===== src/rtl/dc_svc_pkg.sv =====
// Shared definitions for the dc_svc service-status block: timeout FSM states,
// pin_svc bit positions and the reset value of the status word.
package dc_svc_pkg;

  typedef enum logic [1:0] {
    StIdle,
    StCount,
    StExpired
  } tout_st_e;

  localparam int unsigned SvcWidth = 13;

  localparam int unsigned SvcEvnt  = 12;
  localparam int unsigned SvcIrqLo = 8;
  localparam int unsigned SvcAclo  = 7;
  localparam int unsigned SvcZero  = 6;
  localparam int unsigned SvcHalt  = 5;
  localparam int unsigned SvcCce   = 4;
  localparam int unsigned SvcAbt   = 3;
  localparam int unsigned SvcPar   = 2;
  localparam int unsigned SvcTout  = 1;
  localparam int unsigned SvcDclo  = 0;

  localparam logic [SvcWidth-1:0] SvcRst = 13'h0095;

endpackage


===== src/rtl/dc_sync.sv =====
// Multi-flop synchronizer with configurable depth, width and reset value.
module dc_sync #(
  parameter int unsigned           Stages   = 2,
  parameter int unsigned           Width    = 1,
  parameter logic [Width-1:0]      ResetVal = '0
) (
  input  logic             clk_i,
  input  logic             rst_ni,
  input  logic [Width-1:0] d_i,
  output logic [Width-1:0] q_o
);

  logic [Stages-1:0][Width-1:0] sync_q, sync_d;

  always_comb begin
    sync_d = {sync_q[Stages-2:0], d_i};
  end

  always_ff @(posedge clk_i or negedge rst_ni) begin
    if (!rst_ni) begin
      sync_q <= {Stages{ResetVal}};
    end else begin
      sync_q <= sync_d;
    end
  end

  assign q_o = sync_q[Stages-1];

endmodule


===== src/rtl/dc_svc.sv =====
// Service status word generator: synchronizes async requests, latches events and bus
// timeouts, and presents them on pin_svc. Define DC_SVC_TOUT_EN for the internal timeout FSM.
module dc_svc
  import dc_svc_pkg::*;
#(
  parameter int unsigned TOUT_LIMIT  = 64,
  parameter int unsigned SYNC_STAGES = 2
) (
  input  logic                pin_clk,
  input  logic                pin_rst_n,
  input  logic                pin_mce_p,
  input  logic                pin_mce_n,
  input  logic [3:0]          pin_irq,
  input  logic                pin_evnt,
  input  logic                pin_aclo_n,
  input  logic                pin_dclo_n,
  input  logic                pin_halt,
  input  logic                pin_cce_n,
  input  logic                pin_abt_n,
  input  logic                pin_par_n,
  input  logic                pin_sync,
  input  logic                pin_rply,
  input  logic                pin_tout,
  input  logic                pin_evnt_clr,
  input  logic                pin_tout_clr,
  output logic [SvcWidth-1:0] pin_svc
);

  logic [3:0] irq_s;
  logic       evnt_s, aclo_n_s, dclo_n_s, halt_s;

  dc_sync #(.Stages(SYNC_STAGES), .Width(4), .ResetVal(4'h0)) u_sync_irq (
    .clk_i(pin_clk), .rst_ni(pin_rst_n), .d_i(pin_irq), .q_o(irq_s)
  );
  dc_sync #(.Stages(SYNC_STAGES), .Width(1), .ResetVal(1'b0)) u_sync_evnt (
    .clk_i(pin_clk), .rst_ni(pin_rst_n), .d_i(pin_evnt), .q_o(evnt_s)
  );
  dc_sync #(.Stages(SYNC_STAGES), .Width(1), .ResetVal(1'b1)) u_sync_aclo (
    .clk_i(pin_clk), .rst_ni(pin_rst_n), .d_i(pin_aclo_n), .q_o(aclo_n_s)
  );
  dc_sync #(.Stages(SYNC_STAGES), .Width(1), .ResetVal(1'b1)) u_sync_dclo (
    .clk_i(pin_clk), .rst_ni(pin_rst_n), .d_i(pin_dclo_n), .q_o(dclo_n_s)
  );
  dc_sync #(.Stages(SYNC_STAGES), .Width(1), .ResetVal(1'b0)) u_sync_halt (
    .clk_i(pin_clk), .rst_ni(pin_rst_n), .d_i(pin_halt), .q_o(halt_s)
  );

  // Edge detection stays disarmed until the synchronizer has flushed its reset value,
  // so an input already high at reset release is not mistaken for an event.
  localparam logic [2:0] WarmDone = 3'(SYNC_STAGES + 1);

  logic [2:0] warm_q, warm_d;
  logic       evnt_prev_q, evnt_prev_d;
  logic       evnt_q, evnt_d;
  logic       tout_q, tout_d;
  logic       tout_set;
  logic       armed;
  logic [SvcWidth-1:0] svc_q, svc_d;

  assign armed = (warm_q == WarmDone);

  always_comb begin
    warm_d      = armed ? warm_q : warm_q + 3'd1;
    evnt_prev_d = evnt_s;
    evnt_d      = evnt_q;
    if (armed && evnt_s && !evnt_prev_q) begin
      evnt_d = 1'b1;
    end else if (pin_evnt_clr && pin_mce_n) begin
      evnt_d = 1'b0;
    end
  end

`ifdef DC_SVC_TOUT_EN
  localparam logic [7:0] ToutLim = 8'(TOUT_LIMIT);

  tout_st_e   st_q, st_d;
  logic [7:0] cnt_q, cnt_d;
  logic       unused_tout;

  assign unused_tout = pin_tout;

  always_comb begin
    st_d     = st_q;
    cnt_d    = cnt_q;
    tout_set = 1'b0;
    if (pin_mce_p) begin
      case (st_q)
        StIdle: begin
          if (pin_sync && !pin_rply) begin
            st_d  = StCount;
            cnt_d = 8'd1;
          end
        end
        StCount: begin
          if (pin_rply || !pin_sync) begin
            st_d = StIdle;
          end else begin
            if (cnt_q < ToutLim) cnt_d = cnt_q + 8'd1;
            // Expire on the tick that brings the count up to the limit.
            if (cnt_q >= ToutLim - 8'd1) begin
              st_d     = StExpired;
              tout_set = 1'b1;
            end
          end
        end
        StExpired: begin
          if (!pin_sync) st_d = StIdle;
        end
        default: st_d = StIdle;
      endcase
    end
  end

  always_ff @(posedge pin_clk or negedge pin_rst_n) begin
    if (!pin_rst_n) begin
      st_q  <= StIdle;
      cnt_q <= 8'd0;
    end else begin
      st_q  <= st_d;
      cnt_q <= cnt_d;
    end
  end
`else
  logic unused_tout;

  assign unused_tout = ^{pin_mce_p, pin_sync, pin_rply};
  assign tout_set    = pin_tout;
`endif

  always_comb begin
    tout_d = tout_q;
    if (tout_set) begin
      tout_d = 1'b1;
    end else if (pin_tout_clr && pin_mce_n) begin
      tout_d = 1'b0;
    end
  end

  // Status word only moves on pin_mce_n so the consumer's pin_mce_p sample sees it settled.
  always_comb begin
    svc_d = svc_q;
    if (pin_mce_n) begin
      svc_d                   = '0;
      svc_d[SvcEvnt]          = evnt_q;
      svc_d[SvcIrqLo +: 4]    = irq_s;
      svc_d[SvcAclo]          = aclo_n_s;
      svc_d[SvcZero]          = 1'b0;
      svc_d[SvcHalt]          = halt_s;
      svc_d[SvcCce]           = pin_cce_n;
      svc_d[SvcAbt]           = pin_abt_n;
      svc_d[SvcPar]           = pin_par_n;
      svc_d[SvcTout]          = tout_q;
      svc_d[SvcDclo]          = dclo_n_s;
    end
  end

  always_ff @(posedge pin_clk or negedge pin_rst_n) begin
    if (!pin_rst_n) begin
      warm_q      <= 3'd0;
      evnt_prev_q <= 1'b0;
      evnt_q      <= 1'b0;
      tout_q      <= 1'b0;
      svc_q       <= SvcRst;
    end else begin
      warm_q      <= warm_d;
      evnt_prev_q <= evnt_prev_d;
      evnt_q      <= evnt_d;
      tout_q      <= tout_d;
      svc_q       <= svc_d;
    end
  end

  assign pin_svc = svc_q;

endmodule


===== config.mk =====
export PLATFORM = sky130hd
export DESIGN_NAME = dc_svc
export DESIGN_NICKNAME = d
export VERILOG_FILES = /design/src/rtl/dc_svc_pkg.sv /design/src/rtl/dc_sync.sv /design/src/rtl/dc_svc.sv
export SDC_FILE = /design/constraint.sdc
export NUM_CORES = 1
export LEC_CHECK = 0
export ABC_AREA = 1
export CAP_MARGIN = 15
export CORE_UTILIZATION = 46
export CTS_CLUSTER_SIZE = 40
export DETAILED_ROUTE_END_ITERATION = 6
export PLACE_DENSITY_LB_ADDON = 0.15
export SETUP_SLACK_MARGIN = 0.3
export SYNTH_ARGS = -nofsm -noshare
export SYNTH_HDL_FRONTEND = slang
export SYNTH_HIERARCHICAL = 1
export SYNTH_SLANG_ARGS = --single-unit
export TNS_END_PERCENT = 1

===== constraint.sdc =====
create_clock -name pin_clk -period 1.5 [get_ports pin_clk]
set_clock_uncertainty 0.2 [all_clocks]
set_input_delay 0.15 -clock pin_clk [delete_from_list [all_inputs] [get_ports pin_clk]]
set_output_delay 0.15 -clock pin_clk [all_outputs]
set_load 0.05 [all_outputs]

* Word-level counts from Yosys, hierarchy flattened
Cells that the tools add are included.
Word-level totals: register bits after elaboration 34, bits of input ports 20, output and inout port bits 13, logic and storage cells 28
Operators by class: add/sub/neg operators 1, equal/unequal tests 1, multiplexer cells 4, reduce and logical (&&, ||, !) cells 7
Operators with widths (number):
- $logic_and 1x1->1 | 4
- $mux 1 | 4
- $reduce_bool 2->1 | 2
- $add 3x1->3 const B | 1
- $eq 3x2->1 const B | 1
- $logic_not 1->1 | 1

* Longest topological paths before layout
depth after elaboration 4, depth in mapped cells 5, depth with buffers taken out 5

* Modules after synthesis
The synthesis kept the hierarchy.
Modules (own cells, without submodules):
- dc_svc | instances 1, cells each 81, area an instance 803.3 µm², seq. area each 455.4 µm²
- dc_sync (u_sync_irq) | instances 1, cells each 8, area an instance 200.2 µm², seq. area each 200.2 µm²
- dc_sync (u_sync_aclo ...) | instances 2, cells each 2, area an instance 52.6 µm², seq. area each 52.6 µm²
- dc_sync (u_sync_evnt ...) | instances 2, cells each 2, area an instance 50.0 µm², seq. area each 50.0 µm²

* Worst setup path before layout
No wires, ideal clock.
kind register to register, start register warm_q[0], end register warm_q[2], arrival 0.904 ns, setup slack 0.267 ns, cell stages (with the launch flop) 5, path buffers 0, clock period less this slack 1.233 ns, cells stage by stage dfrtp_1 > ha_1 > ha_1 > nand2_1 > o21ai_0
On the way: longest elaborated chain between the ends 1, elaborated cells on any way between the ends 2
RTL lines:
- from (decl) | RTL line dc_svc.sv:52 | logic [2:0] warm_q, warm_d;
- from (signal assigned) | RTL line dc_svc.sv:165 | warm_q <= warm_d;
- $add 3x1->3 / $eq 3x2->1 (equally long branches) | RTL line dc_svc.sv:63, dc_svc.sv:60
Several ways; a longest one is shown, not always the timed one. A chain may end at the register's enable or synchronous reset.

* Final worst setup path
start register svc_q[7], in the netlist pin_svc[7], end output pin_svc[7]
RTL lines:
- from (decl) | RTL line dc_svc.sv:58 | logic [SvcWidth-1:0] svc_q, svc_d;
- from (signal assigned) | RTL line dc_svc.sv:163 | svc_q <= SvcRst;
- from (signal assigned) | RTL line dc_svc.sv:169 | svc_q <= svc_d;
- to (decl) | RTL line dc_svc.sv:26 | output logic [SvcWidth-1:0] pin_svc
No word-level cell between the ends.

==> metrics.md <==
| Metric | Value |
|---|---|
| Core Area | 0.002477 sq mm |
| Commonest non-fill, non-tap cell in the layout | dfrtp_1 |
| Final ANT Viol Nets | 0 |
| DRC violations left | 0 |
| Clock sink total | 34 |
| Total gr overflow | 0 |
| Commonest cells after routing, fill and taps aside | dfrtp_1 (26), nand2_1 (25), inv_1 (17) |
| Flops & latches, synth | 34 |
| # diodes | 0 |
| Detailed Place HPWL | 1180 um |
| Port Buffers | 28 |
| HP Start | pin_aclo_n |
| Via count | 711 |
| Post-synth top area cell | dfrtp_1 |
| Slowest stage delay, CP | 570 ps |
| Ranking of synthesized cells by area | dfrtp_1 (54%), dfstp_2 (17%), nand2_1 (7.8%) |
| Hold endpoint | u_sync_aclo/sync_d[1] |
| Synth warnings | 6 |
| Yosys top cell area share | 53.83% |
| Cell Rows | 18 |
| Setup crit start kind | flop |
| Via-to-Cell Ratio | 4.389 |
| Seq/Total Area, Yosys | 71.22% |
| Mean Syn Cell Area | 12.46 sq um |
| Total routed wirelength | 1713 um |
| Worst-path cell chain | buf_12 |
| RR Endpoint | warm_q[1] |
| Mapped Area | 0.001209 sq mm |
| Root Buffer | clkbuf_4 |
| Routed length per placed instance | 10.57 um |
| Global-route wire length before repair | 2946 um |
| Period minus WS final | 1372 ps |
| Die Area | 0.002837 sq mm |
| Chip height | 53.26 um |
| Final Net Count | 153 |
| Clock tree buffer depth | 2 |
| TritonCTS buffer count | 5 |
| H-tree depth | 2 |
| CTS tree | built |
| Critical path capture point type | output pin |
| GRT Total Usage | 15.13% |
| Worst R2R Setup Slack | 290 ps |
| Crit-path leading delay family | flip-flops |
| Vias in the first global route | 710 |
| Largest net degree at the start of global routing | 35 |
| Count of different cell masters after synthesis | 13 |
| Hold Fails Final Rpt | 0 |
| Reg clk slew, reported paths | 90 ps |
| Setup Viol. Count Final | 0 |
| Post-synth net total | 119 |
| Static leakage | 0.8061 nW |
| Peak supply drop | 796.3 uV |
| Status | complete, no violations |
| Final Max Tran Viols | 0 |
| Post-Syn Instances | 97 |
| RePlAce Congestion | 0.6290 |
| Max-Cap Viols | 0 |
| Initial core utilization | 48.79% |
| Post-CTS Setup Repair Bufs | 0 |
| Design Power | 0.001868 W |
| CP Max Fanout | 2 |
| Setup TNS | 0 ps |
| Hold Path Class | in -> reg |
| CTS resizes | 0 |
| R2R cell count | 5 |
| Initial antenna violation count | 0 |
| Worst Path Required | 1150 ps |
| Final critical-path share of the clock period | 91.49% |
| Reg-to-reg startpoint | warm_q[0] |
| DR iter-0 viols | 10 |
| Critical path arrival | 1020 ps |
| Layout cell share with drive strength beyond 1 | 29.55% |
| PD cells | 1095 mW/mm^2 |
| Reg area | 860.8 sq um |
| Clk_lat worst skew | 320 ps |
| Fill cells | 193 |
| CP Class | reg -> out |
| Hold Path Cell Cnt | 1 |
| CP startpoint | pin_svc[7] |
| Number of iterations in the first detailed-routing pass | 4 |
| Max Clk Rate | 0.7287 GHz |
| Die width | 53.26 um |
| Top Ports | 33 |
| Layout area overhead | 41.20% |
| RSZ-0062 raised after global routing | true |
| CP max-delay cell | dfstp_2 |
| CP bufs+invs | 1 |
| Footprint of the multi-input gates | 245.2 sq um |
state kept, by name (all words and copies together), names as in the netlist, 3 cells and up:
register / flops
pin_svc: 12
u_sync_irq/q_o: 4
warm_q: 3
u_sync_irq/sync_d: 4
logic make-up after synthesis:
logic type / Yosys count / share of synthesized area [%]
other cells: 1 / 0.3103
simple gates: 26 / 8.178
buf+inv: 21 / 9.731
compound gates: 13 / 8.488
flops: 34 / 71.22
fa+ha+maj: 2 / 2.070
worst max path at each step:
stage                      end  slack [ps]  cells after the start
finish              pin_svc[7]         130                      1
global route        pin_svc[7]          80                      1
global placement        evnt_q         170                      5
floorplan            warm_q[2]         340                      3
CTS                 pin_svc[7]         110                      1
detailed placement      evnt_q         130                      5
final cells by class:
class	count	share of cell area, %
inverter	17	3.739
sequential	34	50.44
multi-input combinational	42	14.37
clock buffer	8	2.859
tap	30	2.199
timing repair buffer	31	26.39
Yosys cell counts:
library cell	instances
buf_6	1
o21ai_0	3
dfrtp_1	26
nand3_1	1
o21ai_2	10
inv_1	17
buf_4	1
buf_8	1
ha_1	2
conb_1	1
dfstp_2	8
buf_12	1
nand2_1	25
per-stage QoR:
stage | util [%] | instances | hold WS (ps) | setup WS (ps) | instance area [sq um]
6_report | 68.89 | 162 | 34.35 | 127.6 | 1707
3_3_place_gp | 66.52 | 153 | 133.2 | 166.7 | 1648
2_1_floorplan | - | 97 | -345.6 | 335.8 | 1224
3_5_place_dp | 66.52 | 153 | 134.7 | 132.9 | 1648
5_1_grt | 68.89 | 162 | 20.89 | 80.06 | 1707
4_1_cts | 68.89 | 162 | 20.26 | 106.2 | 1707
per-layer routing:
layer	up-vias	global-route usage, %	part of all wire [%]
li1	358	-	-
met1	327	17.99	41
met5	-	0	0
met2	23	23.75	51
met4	0	9.211	0.82
met3	3	4.598	6.5
what timing repair did:
action,4_1_cts,5_1_grt
endpoints found under the hold margin,26,0
hold buffers,1,0
cloned,0,0
endpoints found under the setup margin,16,16
power breakdown:
part / switching, W / internal [W]
registers: 0.0000402 / 0.000986
logic: 0.000191 / 0.000187
clock network: 0.000276 / 0.000187
Note: power is estimated with default switching activity, not from simulation.
